===== src/rtl/alu_multiciclo.sv =====
// alu_multiciclo: registered multicycle ALU with a start/busy/done handshake.
// In: clk, reset, start, A, B, ALUControl. Out: Result, ResultHi, Zero, busy, done, div_zero.
module alu_multiciclo #(
  parameter int WIDTH = 32
) (
  input  logic             clk,
  input  logic             reset,
  input  logic             start,
  input  logic [WIDTH-1:0] A,
  input  logic [WIDTH-1:0] B,
  input  logic [3:0]       ALUControl,
  output logic [WIDTH-1:0] Result,
  output logic [WIDTH-1:0] ResultHi,
  output logic             Zero,
  output logic             busy,
  output logic             done,
  output logic             div_zero
);

  localparam int CNT_W = $clog2(WIDTH) + 1;

  localparam logic [3:0] OP_AND   = 4'b0000;
  localparam logic [3:0] OP_OR    = 4'b0001;
  localparam logic [3:0] OP_ADD   = 4'b0010;
  localparam logic [3:0] OP_SUB   = 4'b0110;
  localparam logic [3:0] OP_SLT   = 4'b0111;
  localparam logic [3:0] OP_MULTU = 4'b1000;
  localparam logic [3:0] OP_DIVU  = 4'b1001;
  localparam logic [3:0] OP_NOR   = 4'b1100;

  typedef enum logic [1:0] {
    IDLE = 2'd0,
    MUL  = 2'd1,
    DIV  = 2'd2,
    DONE = 2'd3
  } state_t;

  state_t state, state_next;

  logic [CNT_W-1:0] cnt;
  // mcand holds the multiplicand or the divisor.
  // lo shifts out multiplier bits / dividend bits and
  // shifts in product low bits / quotient bits.
  // hi accumulates the product high half or the remainder.
  logic [WIDTH-1:0] mcand;
  logic [WIDTH-1:0] lo;
  logic [WIDTH-1:0] hi;

  logic             accept;
  logic             is_mul;
  logic             is_div;
  logic             b_zero;
  logic             last;
  logic [WIDTH-1:0] sc_res;

  logic [WIDTH:0]   mul_sum;
  logic [WIDTH-1:0] mul_lo;
  logic [WIDTH:0]   div_shift;
  logic [WIDTH:0]   div_diff;
  logic             div_ge;
  logic [WIDTH-1:0] div_rem;
  logic [WIDTH-1:0] div_q;

  assign accept = start && (state == IDLE || state == DONE);
  assign is_mul = (ALUControl == OP_MULTU);
  assign is_div = (ALUControl == OP_DIVU);
  assign b_zero = (B == '0);
  assign last   = (cnt == CNT_W'(1));

  assign busy = (state == MUL) || (state == DIV);
  assign done = (state == DONE);

  // Single-cycle result; unlisted opcodes yield zero.
  always_comb begin
    sc_res = '0;
    unique case (ALUControl)
      OP_AND:  sc_res = A & B;
      OP_OR:   sc_res = A | B;
      OP_ADD:  sc_res = A + B;
      OP_SUB:  sc_res = A - B;
      OP_SLT:  sc_res = {{(WIDTH-1){1'b0}}, (A < B)};
      OP_NOR:  sc_res = ~(A | B);
      default: sc_res = '0;
    endcase
  end

  // Shift-add step: conditional add into hi, then
  // shift {carry, hi, lo} right by one.
  always_comb begin
    mul_sum = {1'b0, hi};
    if (lo[0]) begin
      mul_sum = {1'b0, hi} + {1'b0, mcand};
    end
    mul_lo = {mul_sum[0], lo[WIDTH-1:1]};
  end

  // Restoring step: bring in next dividend bit, try
  // subtracting the divisor, keep it when non-negative.
  // The partial remainder stays below 2*divisor, so
  // bit WIDTH of the difference is a valid sign bit.
  always_comb begin
    div_shift = {hi, lo[WIDTH-1]};
    div_diff  = div_shift - {1'b0, mcand};
    div_ge    = ~div_diff[WIDTH];
    div_rem   = div_ge ? div_diff[WIDTH-1:0]
                       : div_shift[WIDTH-1:0];
    div_q     = {lo[WIDTH-2:0], div_ge};
  end

  always_ff @(posedge clk) begin
    if (reset) begin
      state <= IDLE;
    end else begin
      state <= state_next;
    end
  end

  always_comb begin
    state_next = state;
    unique case (state)
      IDLE, DONE: begin
        state_next = IDLE;
        if (accept) begin
          if (is_mul) begin
            state_next = MUL;
          end else if (is_div && !b_zero) begin
            state_next = DIV;
          end else begin
            state_next = DONE;
          end
        end
      end
      MUL: begin
        if (last) state_next = DONE;
      end
      DIV: begin
        if (last) state_next = DONE;
      end
      default: state_next = IDLE;
    endcase
  end

  always_ff @(posedge clk) begin
    if (reset) begin
      cnt      <= '0;
      mcand    <= '0;
      lo       <= '0;
      hi       <= '0;
      Result   <= '0;
      ResultHi <= '0;
      Zero     <= 1'b0;
      div_zero <= 1'b0;
    end else begin
      unique case (state)
        IDLE, DONE: begin
          if (accept) begin
            div_zero <= 1'b0;
            cnt      <= CNT_W'(WIDTH);
            hi       <= '0;
            if (is_mul) begin
              mcand <= A;
              lo    <= B;
            end else if (is_div && !b_zero) begin
              mcand <= B;
              lo    <= A;
            end else if (is_div) begin
              Result   <= '1;
              ResultHi <= A;
              Zero     <= 1'b0;
              div_zero <= 1'b1;
            end else begin
              Result   <= sc_res;
              ResultHi <= '0;
              Zero     <= (sc_res == '0);
            end
          end
        end
        MUL: begin
          cnt <= cnt - CNT_W'(1);
          hi  <= mul_sum[WIDTH:1];
          lo  <= mul_lo;
          if (last) begin
            Result   <= mul_lo;
            ResultHi <= mul_sum[WIDTH:1];
            Zero     <= (mul_lo == '0);
          end
        end
        DIV: begin
          cnt <= cnt - CNT_W'(1);
          hi  <= div_rem;
          lo  <= div_q;
          if (last) begin
            Result   <= div_q;
            ResultHi <= div_rem;
            Zero     <= (div_q == '0);
          end
        end
        default: begin
          cnt <= '0;
        end
      endcase
    end
  end

endmodule


===== config.mk =====
export PLATFORM = sky130hd
export DESIGN_NAME = alu_multiciclo
export DESIGN_NICKNAME = d
export VERILOG_FILES = /design/src/rtl/alu_multiciclo.sv
export SDC_FILE = /design/constraint.sdc
export NUM_CORES = 1
export LEC_CHECK = 0
export BUFFER_PORTS_ARGS = -buffer_cell sky130_fd_sc_hd__buf_4
export CAP_MARGIN = 10
export CORE_MARGIN = 2
export CORE_UTILIZATION = 35
export CTS_CLUSTER_DIAMETER = 30
export DETAILED_ROUTE_END_ITERATION = 7
export GPL_TIMING_DRIVEN = 0
export SLEW_MARGIN = 5
export SYNTH_ARGS = -nofsm -noshare
export SYNTH_HDL_FRONTEND = slang
export SYNTH_SLANG_ARGS = --single-unit

===== constraint.sdc =====
create_clock -name clk -period 3.7 [get_ports clk]
set_clock_uncertainty 0.15 [all_clocks]
set_input_delay 0.37 -clock clk [delete_from_list [all_inputs] [get_ports clk]]
set_output_delay 0.37 -clock clk [all_outputs]
set_load 0.03 [all_outputs]

==> results.txt <==
----------------------------------------------------
[Run status]
  Run status ... finished with violations
  Violated checks ... setup timing

[Synthesis]
  Mean post-synth cell area ... 7.190 um2
  Most numerous cell in the Yosys netlist ... a21oi_1
  Leading register cell type out of synthesis ... dfxtp_1
  Count of unique library cells instantiated by Yosys ... 86
  Area of the mapped netlist ... 0.01705 mm2
  Synth area leaders ... dfxtp_1, ha_1, a21oi_1
  YS warnings ... 0
  Async set or reset register ratio after synthesis ... 0
  Synthesis-stage register bit count ... 170
  Gate count of the mapped netlist ... 2371
  Area share of the largest cell type after synthesis ... 0.1996
  Portion of the post-synthesis area used by sequential elements ... 0.1996
  Cell types with the highest counts after synthesis ... a21oi_1, nor2_1, nand2_1
  Library cell occupying the most area in the post-synthesis netlist ... dfxtp_1
  Synth Net Count ... 2617
  Number of enable flip-flop cells after synthesis ... 0

[Timing]
  Highest achievable clock rate ... 243.2 MHz
  Setup Viol. Count Final ... 64
  Post-Route Setup TNS ... -8562 ps
  Number of hold-slack violations in the final timing report ... 0
  Max transition margin ... 0.09700
  Shortest period the worst path allows ... 4112 ps
  Final Max Slew Viols ... 0
  Final period utilization ... 1.111
  Unrepaired setup endpoints after global routing ... yes
  Worst-Margin Slew ... 1354 ps
  Final setup slack of the worst path ... -412.0 ps

[Layout]
  Net total in the final layout ... 2825
  Area of all placed cells without fillers ... 0.02130 mm2
  Sequential cell area ... 0.003411 mm2
  Area growth from synthesis to layout ... 24.94%
  Multi-input gate area ... 0.01363 mm2
  Number of antenna diodes ... 0
  Post-layout instance count excluding filler cells ... 3207
  Fillers ... 4902
  Layout cell share with drive strength beyond 1 ... 0.1836

[Worst setup path]
  Reg2Reg Launch Point ... state[0]
  Worst path cell trace ... buf_12 -> inv_12 -> ha_4 -> fa_2 -> nor2_4 -> o311ai_4 -> and2_4 -> o31ai_1 -> o221a_2 -> o22a_1 -> o31a_1 -> nand4_1 -> nor4_4 -> nand4_1 -> or4_4 -> o41ai_2
  Count of buffer and inverter cells on the critical path ... 2
  Critical Path Slowest Stage Cell ... or4_4
  Peak fanout along the critical path ... 4
  Slowest stage delay, CP ... 460 ps
  Crit path to ... Zero
  Required time of the worst setup path ... 3900 ps
  Critical path capture point type ... flop
  Critical path's top delay family ... compound AO/OA/AOI/OAI gates
  Crit-path most repeated cell ... nand4_1
  Worst r2r dst ... Zero
  Arrival time of data at the critical path endpoint ... 4310 ps
  Total number of cells along the worst setup path ... 16
  Crit. Startpoint ... A[0]
  Element type at the critical path start ... input port
  R2R Setup Slk ... -310 ps
  Type of the setup path with the least slack ... input port to flop
  R2r worst-path depth ... 13

[Routing]
  Routed wire length per instance ... 25.26 um
  First-pass iteration count of the detailed router ... 8
  Total routed wirelength ... 80990 um
  DR DRC count ... 0
  Drt initial violations ... 2096
  Post-detailed-route count of antenna-violating nets ... 0
  Post-DR vias/cell ... 6.226
  Total number of vias ... 19970

[CTS]
  Max Root-Sink Buffers ... 2
  Clk sinks ... 170
  Number of CTS-inserted buffers ... 17
  CTS root buffer ... clkbuf_16
  Clock latency at the later pin of the worst-skew pair ... 450 ps
  H-Tree Depth ... 4
  TritonCTS clock tree ... built
  Clk pin slew, worst setup/hold paths ... 70 ps

[Placed design]
  Total placed instance area ... 0.01898 mm2
  Placed cell count ... 3124
  Final HPWL DP ... 64600 um
  IO Port Bufs ... 137
  Final weighted congestion in routability-driven placement ... 0.9901

[Die]
  Die height ... 224.7 um
  X dimension of the die ... 224.7 um
  Full die area ... 0.05049 mm2
  Core area ... 0.04795 mm2
  Standard-cell row count ... 80
  Top-level port count ... 139
  Initial Util ... 0.3556

[Power and ir drop]
  Power density over cell area ... 916.3 mW/mm2
  IR drop worst, VDD ... 0.0008900 V
  Static Leak ... 8.475 nW

[GRT]
  Overall global routing resource usage ... 0.3107
  Via count of the first global-routing pass ... 19200
  GRT Residual Overflow ... 0
  First-pass GRT wire length ... 118800 um
  Initial antenna violation count ... 0
  Largest net degree at the start of global routing ... 17

[Hold path]
  Min-delay worst type ... input port to flop

[Job]
  Max Cap Viol ... 0

----------------------------------------------------
-- worst min path at each step --
stage,to,cells after the start,startpoint,slack [ps]
4_1_cts,ResultHi[28],3,A[28],120
2_1_floorplan,cnt[5],1,cnt[5],290
3_5_place_dp,Result[28],2,Result[28],300
3_3_place_gp,Result[11],2,Result[11],310
6_report,div_zero,3,start,140
5_1_grt,ResultHi[26],3,A[26],130
-- kinds of logic after synthesis --
group,synth area share
xor gates and xnor gates,0.02877
muxes,0.03457
DFF,0.1996
AOI/OAI and AO/OA,0.3593
buffers and inverters,0.06943
adders and majority gates,0.1302
and+or+nand+nor,0.1781
-- tightest hold or removal path: stages --
cell	delay (ps)
buf_4	150
nand4_1	100
a21oi_1	60
-- per-layer routing --
layer / vias up / global-route usage / wire length [um]
li1: 9136 / - / -
met4: 0 / 0.1577 / 4456
met5: - / 0 / 0
met2: 1056 / 0.5092 / 36680
met3: 254 / 0.04611 / 6209
met1: 9520 / 0.3967 / 33640
-- repair_timing --
| action | CTS | global route |
|---|---|---|
| setup buffers | 32 | 25 |
| hold endpoints to repair | 0 | 0 |
| pin swaps | 77 | 53 |
| setup endpoints to repair | 129 | 84 |
| hold buffers | 0 | 0 |
| gates cloned | 2 | 0 |
| gates resized for setup | 171 | 130 |
-- layout make-up --
class,count,share of cell area
buffer,150,0.03149
clock buffer,18,0.02015
clock inverter,14,0.007519
inverter,153,0.02802
multi-input combinational,1892,0.6400
sequential,170,0.1601
tap,615,0.03613
timing repair buffer,195,0.07660
-- registers in the layout, summed over array words and instances, names as in the netlist --
register and cells:
state 2, Zero 1, lo 32, ResultHi 32
mcand 32, hi 32, div_zero 1, cnt 6
Result 32
-- cell usage in the layout (no fill, tap or decap), drive strengths merged, types with 9 or more instances in the layout --
cell type	synthesis	layout
a21oi	326	326
nor2	284	284
buf	27	225
nand2	178	178
ha	171	171
dfxtp	170	170
inv	152	156
clkbuf	129	138
o21ai	133	133
a211oi	93	93
mux2i	51	51
a21o	46	46
nor3	44	44
xnor2	40	40
a22oi	36	36
a221oi	35	35
o211ai	31	31
nand3	25	25
o22a	25	25
o22ai	25	25
a31oi	22	22
nor2b	21	21
nor4	21	21
and3	20	20
o31ai	19	19
nand4	17	17
a221o	17	17
xor2	16	16
nand2b	14	14
o21a	13	13
o21bai	13	13
and2	10	10
or2	10	10
nor3b	10	10
a32oi	9	9
-- power by group --
group	switching [W]	total (W)	internal, W	leakage, nW
Combinational	0.00818	0.0149	0.00671	6.81
Sequential	0.000486	0.00278	0.00229	1.39
Clock	0.000832	0.00184	0.00101	0.275
-- stage by stage --
| step | setup WS, ps | util | total power [W] | hold WS [ps] |
|---|---|---|---|---|
| 2_1_floorplan | -27.53 | - | 0.009643 | 294.0 |
| 3_3_place_gp | -1504 | 0.3957 | 0.01269 | 309.6 |
| 3_5_place_dp | -1542 | 0.3959 | 0.01275 | 304.7 |
| 4_1_cts | -377.5 | 0.4301 | 0.01809 | 115.9 |
| 5_1_grt | -446.1 | 0.4442 | 0.02035 | 127.6 |
| 6_report | -412.0 | 0.4442 | 0.01952 | 140.7 |
No activity file was read; power rests on OpenSTA's default activity.
